--- config.mk ---
export PLATFORM = sky130hd
export DESIGN_NAME = sort4_ctrl
export DESIGN_NICKNAME = d
export VERILOG_FILES = /design/src/rtl/sort4_pkg.sv /design/src/rtl/mag_cmp4.sv /design/src/rtl/sort4_ctrl.sv
export SDC_FILE = /design/constraint.sdc
export NUM_CORES = 1
export LEC_CHECK = 0
export ABC_CLOCK_PERIOD_IN_PS = 3850
export CAP_MARGIN = 40
export CORE_MARGIN = 5
export CORE_UTILIZATION = 34
export CTS_CLUSTER_DIAMETER = 80
export DETAILED_ROUTE_END_ITERATION = 6
export DONT_BUFFER_PORTS = 1
export PLACE_DENSITY = 0.59
export SETUP_SLACK_MARGIN = 0.3
export SKIP_LAST_GASP = 1
export SLEW_MARGIN = 20
export SYNTH_ARGS = -nofsm -noshare
export SYNTH_HDL_FRONTEND = slang
export SYNTH_SLANG_ARGS = --single-unit
--- constraint.sdc ---
create_clock -name clk -period 3.85 [get_ports clk]
set_input_delay 0.77 -clock clk [delete_from_list [all_inputs] [get_ports clk]]
set_output_delay 0.77 -clock clk [all_outputs]
set_load 0.01 [all_outputs]
--- src/rtl/sort4_pkg.sv ---
// Shared types and constants for the sort4 controller and its comparator.
`timescale 1ns/1ps
package sort4_pkg;

    localparam int DEF_DEPTH = 4;
    localparam int DEF_WIDTH = 4;

    typedef enum logic [1:0] {
        LOAD  = 2'd0,
        SORT  = 2'd1,
        DRAIN = 2'd2
    } state_t;

    // Pointer width for a burst of 'depth' words; never narrower than 1 bit.
    function automatic int ptr_w(input int depth);
        return (depth <= 2) ? 1 : $clog2(depth);
    endfunction

endpackage

--- src/rtl/mag_cmp4.sv ---
// Combinational 4-bit unsigned magnitude comparator shared by every SORT step.
`timescale 1ns/1ps
module mag_cmp4 (
    input  logic [3:0] a,
    input  logic [3:0] b,
    output logic       gt,
    output logic       eq,
    output logic       lt
);

    assign gt = (a > b);
    assign eq = (a == b);
    assign lt = (a < b);

endmodule

--- src/rtl/sort4_ctrl.sv ---
// Burst sorter: load DEPTH words, bubble-sort in place with one shared
// comparator (early exit on a swap-free pass), then drain in ascending order.
`timescale 1ns/1ps
module sort4_ctrl
    import sort4_pkg::*;
#(
    parameter int DEPTH = DEF_DEPTH,
    parameter int WIDTH = DEF_WIDTH
) (
    input  logic             clk,
    input  logic             rst_n,
    input  logic             in_valid,
    input  logic [WIDTH-1:0] in_data,
    output logic             in_ready,
    output logic             out_valid,
    output logic [WIDTH-1:0] out_data,
    input  logic             out_ready,
    output logic             busy
);

    localparam int            PW       = ptr_w(DEPTH);
    localparam logic [PW-1:0] LAST     = PW'(DEPTH - 1);
    localparam logic [PW-1:0] CMP_LAST = PW'(DEPTH - 2);

    state_t           r_state;
    state_t           w_state_nxt;
    logic [WIDTH-1:0] r_buf [DEPTH];
    logic [PW-1:0]    r_wr_ptr;
    logic [PW-1:0]    r_rd_ptr;
    logic [PW-1:0]    r_idx;
    logic [PW-1:0]    r_pass;
    logic             r_swapped;

    logic [PW-1:0]    w_idx1;
    logic [WIDTH-1:0] w_a;
    logic [WIDTH-1:0] w_b;
    logic             w_gt;
    logic             w_eq;
    logic             w_lt;
    logic             w_swap;
    logic             w_in_fire;
    logic             w_out_fire;
    logic             w_load_done;
    logic             w_pass_end;
    logic             w_sort_done;
    logic             w_drain_done;

    assign w_idx1 = r_idx + 1'b1;
    assign w_a    = r_buf[r_idx];
    assign w_b    = r_buf[w_idx1];

    mag_cmp4 u_cmp (
        .a  (w_a),
        .b  (w_b),
        .gt (w_gt),
        .eq (w_eq),
        .lt (w_lt)
    );

    // Swap only on strict greater-than; equal pairs stay put so the sort is stable.
    assign w_swap = (r_state == SORT) && w_gt && !(w_eq || w_lt);

    assign w_in_fire    = (r_state == LOAD)  && in_valid;
    assign w_out_fire   = (r_state == DRAIN) && out_ready;
    assign w_load_done  = w_in_fire  && (r_wr_ptr == LAST);
    assign w_drain_done = w_out_fire && (r_rd_ptr == LAST);
    assign w_pass_end   = (r_state == SORT) && (r_idx == CMP_LAST);
    // The current comparison's swap counts toward the pass it ends.
    assign w_sort_done  = w_pass_end &&
                          (!(r_swapped || w_swap) || (r_pass == CMP_LAST));

    assign in_ready  = (r_state == LOAD);
    assign out_valid = (r_state == DRAIN);
    assign busy      = (r_state != LOAD);
    assign out_data  = (r_state == DRAIN) ? r_buf[r_rd_ptr] : '0;

    always_ff @(posedge clk or negedge rst_n) begin
        if (!rst_n) r_state <= LOAD;
        else        r_state <= w_state_nxt;
    end

    always_comb begin
        w_state_nxt = r_state;
        case (r_state)
            LOAD:    if (w_load_done)  w_state_nxt = SORT;
            SORT:    if (w_sort_done)  w_state_nxt = DRAIN;
            DRAIN:   if (w_drain_done) w_state_nxt = LOAD;
            default: w_state_nxt = LOAD;
        endcase
    end

    always_ff @(posedge clk or negedge rst_n) begin
        if (!rst_n) begin
            for (int i = 0; i < DEPTH; i++) r_buf[i] <= '0;
            r_wr_ptr  <= '0;
            r_rd_ptr  <= '0;
            r_idx     <= '0;
            r_pass    <= '0;
            r_swapped <= 1'b0;
        end else begin
            case (r_state)
                LOAD: begin
                    if (w_in_fire) begin
                        r_buf[r_wr_ptr] <= in_data;
                        if (w_load_done) begin
                            r_wr_ptr  <= '0;
                            r_idx     <= '0;
                            r_pass    <= '0;
                            r_swapped <= 1'b0;
                        end else begin
                            r_wr_ptr <= r_wr_ptr + 1'b1;
                        end
                    end
                end
                SORT: begin
                    if (w_swap) begin
                        r_buf[r_idx]  <= w_b;
                        r_buf[w_idx1] <= w_a;
                    end
                    if (w_pass_end) begin
                        r_idx     <= '0;
                        r_swapped <= 1'b0;
                        if (!w_sort_done) r_pass <= r_pass + 1'b1;
                    end else begin
                        r_idx     <= w_idx1;
                        r_swapped <= r_swapped || w_swap;
                    end
                end
                DRAIN: begin
                    if (w_out_fire) begin
                        if (w_drain_done) r_rd_ptr <= '0;
                        else              r_rd_ptr <= r_rd_ptr + 1'b1;
                    end
                end
                default: ;
            endcase
        end
    end

endmodule
==> summary.txt <==
peak supply drop = 0.3382 mV
later-pin clock latency in the skew report = 280 ps
top post-synthesis cells by area = dfrtp_1 28%, mux2i_1 11%, ha_1 7.3%
syn avg cell area = 9.501 um^2
status = finished clean
vias per cell = 5.774
DRT Pass-1 Iters = 4
CP max FO = 9
post-route ant nets = 0
DRT iter0 DRCs = 158
synth warn = 0
first-pass GRT wire length = 10840 um
All-Layer GR Usage = 0.1584
cell breakdown of the critical path = clkinv_1, ha_2, mux2i_1, mux2i_1, inv_1, ha_1, nand4_1, a21oi_2, a31oi_4, a21boi_4, mux2_4
RSZ-0062 raised after global routing = no
leak pwr = 1.120 nW
reg2reg path depth = 11
commonest non-fill, non-tap cell in the layout = dfrtp_1
largest area contributor in the netlist = dfrtp_1
sum of negative setup slack = 0 ps
type of element launching the critical path = register
Post-synth EDFFs = 0
worst r2r dst = r_buf[4]
Mapped Area = 2385 um^2
post-synthesis async set-or-reset flop share = 1.000
Total Die Area = 8789 um^2
#FFs+latches synth = 27
sum of buffers and inverters on the critical path = 2
Slew headroom = 0.4854
switching portion of total power = 0.5128
Gate power share = 0.708
Psw = 1.297 mW
vias in the first global route = 2065
largest net degree at the start of global routing = 28
buffer depth of the longest clock path = 2
syn_nets = 273
most frequent cells in the layout = 27 x dfrtp_1, 26 x mux2i_1, 25 x nand2_1
Slew Viols, Final = 0
clock root cell = clkbuf_8
Final Core Density = 0.3692
FF+latch area = 675.6 um^2
Synth cell types = 49
HPWL after DPL = 5051 um
WL final = 6602 um
crit share post-route = 0.8528
port bufs = 0
Clk pin slew, worst setup/hold paths = 100 ps
Arrival @ worst endpoint = 3460 ps
drt drc = 0
final net count = 268
routability cong. = 0.9053
Fillers = 673
P&R area growth vs syn = 5.194%
Sink Count = 27
Multi-input gate area = 1580 um^2
total power = 2.529 mW
critical path's largest stage delay = 510 ps
reg2reg start = r_idx[1]
Primary FF master, synth = dfrtp_1
Internal = 1.232 mW
min cycle time layout = 3283 ps
CTS tree = done
R2R Setup Slk = 570 ps
Worst Setup End Kind = register
Worst Clk Skew = 5.022 ps
gr ovfl total = 0
Critical Path RT = 4020 ps
CTS Buf Count = 3
worst hold margin = 165.2 ps
Final Hold Fails = 0
Seq/Total Area, Yosys = 0.2833
slowest CP cell = ha_2
H-tree depth = 1
# diodes = 0
pwr dens = 1008 nW/um^2
Seq pwr share = 0.224
hold_buf cts = 0
routed vias = 1969
max cap viols = 0
cell row count = 30
Die H = 93.75 um
drt wl/cell = 19.36 um
Die X = 93.75 um
Worst-Margin Slew = 771.9 ps
Cells after Synth = 251
HP Class = in2async
Starting Density = 0.3510
CP top delay family = multiplexers
Post-CTS Setup Bufs = 0
kind of critical path = reg2reg
post-synth top area share = 0.2833
total core area = 6794 um^2
Top Ports = 15
clock power share = 0.068
cell mode on critical path = mux2i_1
fmax = 0.3046 GHz
final setup fails = 0
layout cell share with drive strength beyond 1 = 0.1592
initial antenna violation count = 0
## metrics by stage
step	setup slack (ps)	cells	cell area [um^2]
after floorplan	723.8	251	2385
after detailed placement	472.3	337	2454
after CTS	461.8	341	2500
after global routing	372.5	341	2509
after global placement	616.2	337	2454
final	566.8	341	2509
## worst max-delay path by stage
| stage | start | end | slack, ps | cells after the start |
|---|---|---|---|---|
| after floorplan | r_idx[0] | r_buf[4] | 720 | 12 |
| after global placement | r_idx[1] | r_buf[6] | 620 | 11 |
| after detailed placement | r_idx[1] | r_buf[6] | 470 | 10 |
| after CTS | r_idx[1] | r_buf[6] | 460 | 10 |
| after global routing | r_idx[1] | r_buf[4] | 370 | 11 |
| final | r_idx[1] | r_buf[4] | 570 | 11 |
## logic make-up (layout without fill, tap and decap cells)
group,after synthesis,in the layout,share of synthesized area
flip-flops,27,27,0.2833
adder cells (fa/ha/maj),14,14,0.07345
multiplexers,40,40,0.2067
buffers and inverters,30,24,0.05771
AO/OA/AOI/OAI,65,65,0.2146
AND/OR/NAND/NOR,75,75,0.1642
## worst reg2reg max path, cell delays in order, from the launching register on
cell,delay (ps)
dfrtp_1,480
clkinv_1,140
ha_2,510
mux2i_1,380
mux2i_1,180
inv_1,90
ha_1,240
nand4_1,170
a21oi_2,130
a31oi_4,230
a21boi_4,310
mux2_4,320
## routing by layer
metal,vias up,global-route usage,wire length (um)
met1,950,0.2099,2974
li1,922,-,-
met4,0,0.07702,196
met5,-,0,0
met2,81,0.2401,3021
met3,16,0.03766,411
## layout make-up
type                    instances  share of cell area
multi-input cells             194              0.6299
clock inverters                 1            0.001995
clock buffers                   3             0.01646
inverters                      17             0.02544
repair buffers                  3            0.008978
flip-flops and latches         27              0.2693
well taps                      96             0.04788
## power by group through the flow
stage / sequential, mW / combinational [mW] / clock (mW)
2_1_floorplan: 0.495 / 1.44 / 0
3_5_place_dp: 0.571 / 1.75 / 0
3_3_place_gp: 0.566 / 1.75 / 0
4_1_cts: 0.565 / 1.76 / 0.180
6_report: 0.567 / 1.79 / 0.171
5_1_grt: 0.586 / 1.96 / 0.191
## timing repair
action	CTS	global route
endpoints found under the hold margin	0	0
setup endpoints to repair	0	14
gates resized for setup	0	3
## registers in the layout, indices dropped and copies added (netlist names)
name	flops
r_wr_ptr	2
r_rd_ptr	2
r_state	2
r_buf	16
r_swapped	1
r_pass	2
r_idx	2
## Yosys cell counts, drive strengths merged (3+ instances only)
library cell,instances
nand2,26
inv,16
ha,14
and2,4
nand2b,3
dfrtp,27
a21oi,14
o21ai,12
a22o,8
mux4,4
nor2b,7
a32oi,8
o22ai,11
a221oi,3
nand3,12
nor3,3
clkbuf,5
buf,8
mux2,10
nor2,9
nor3b,3
mux2i,26
Power figures use the tool's default switching activity.
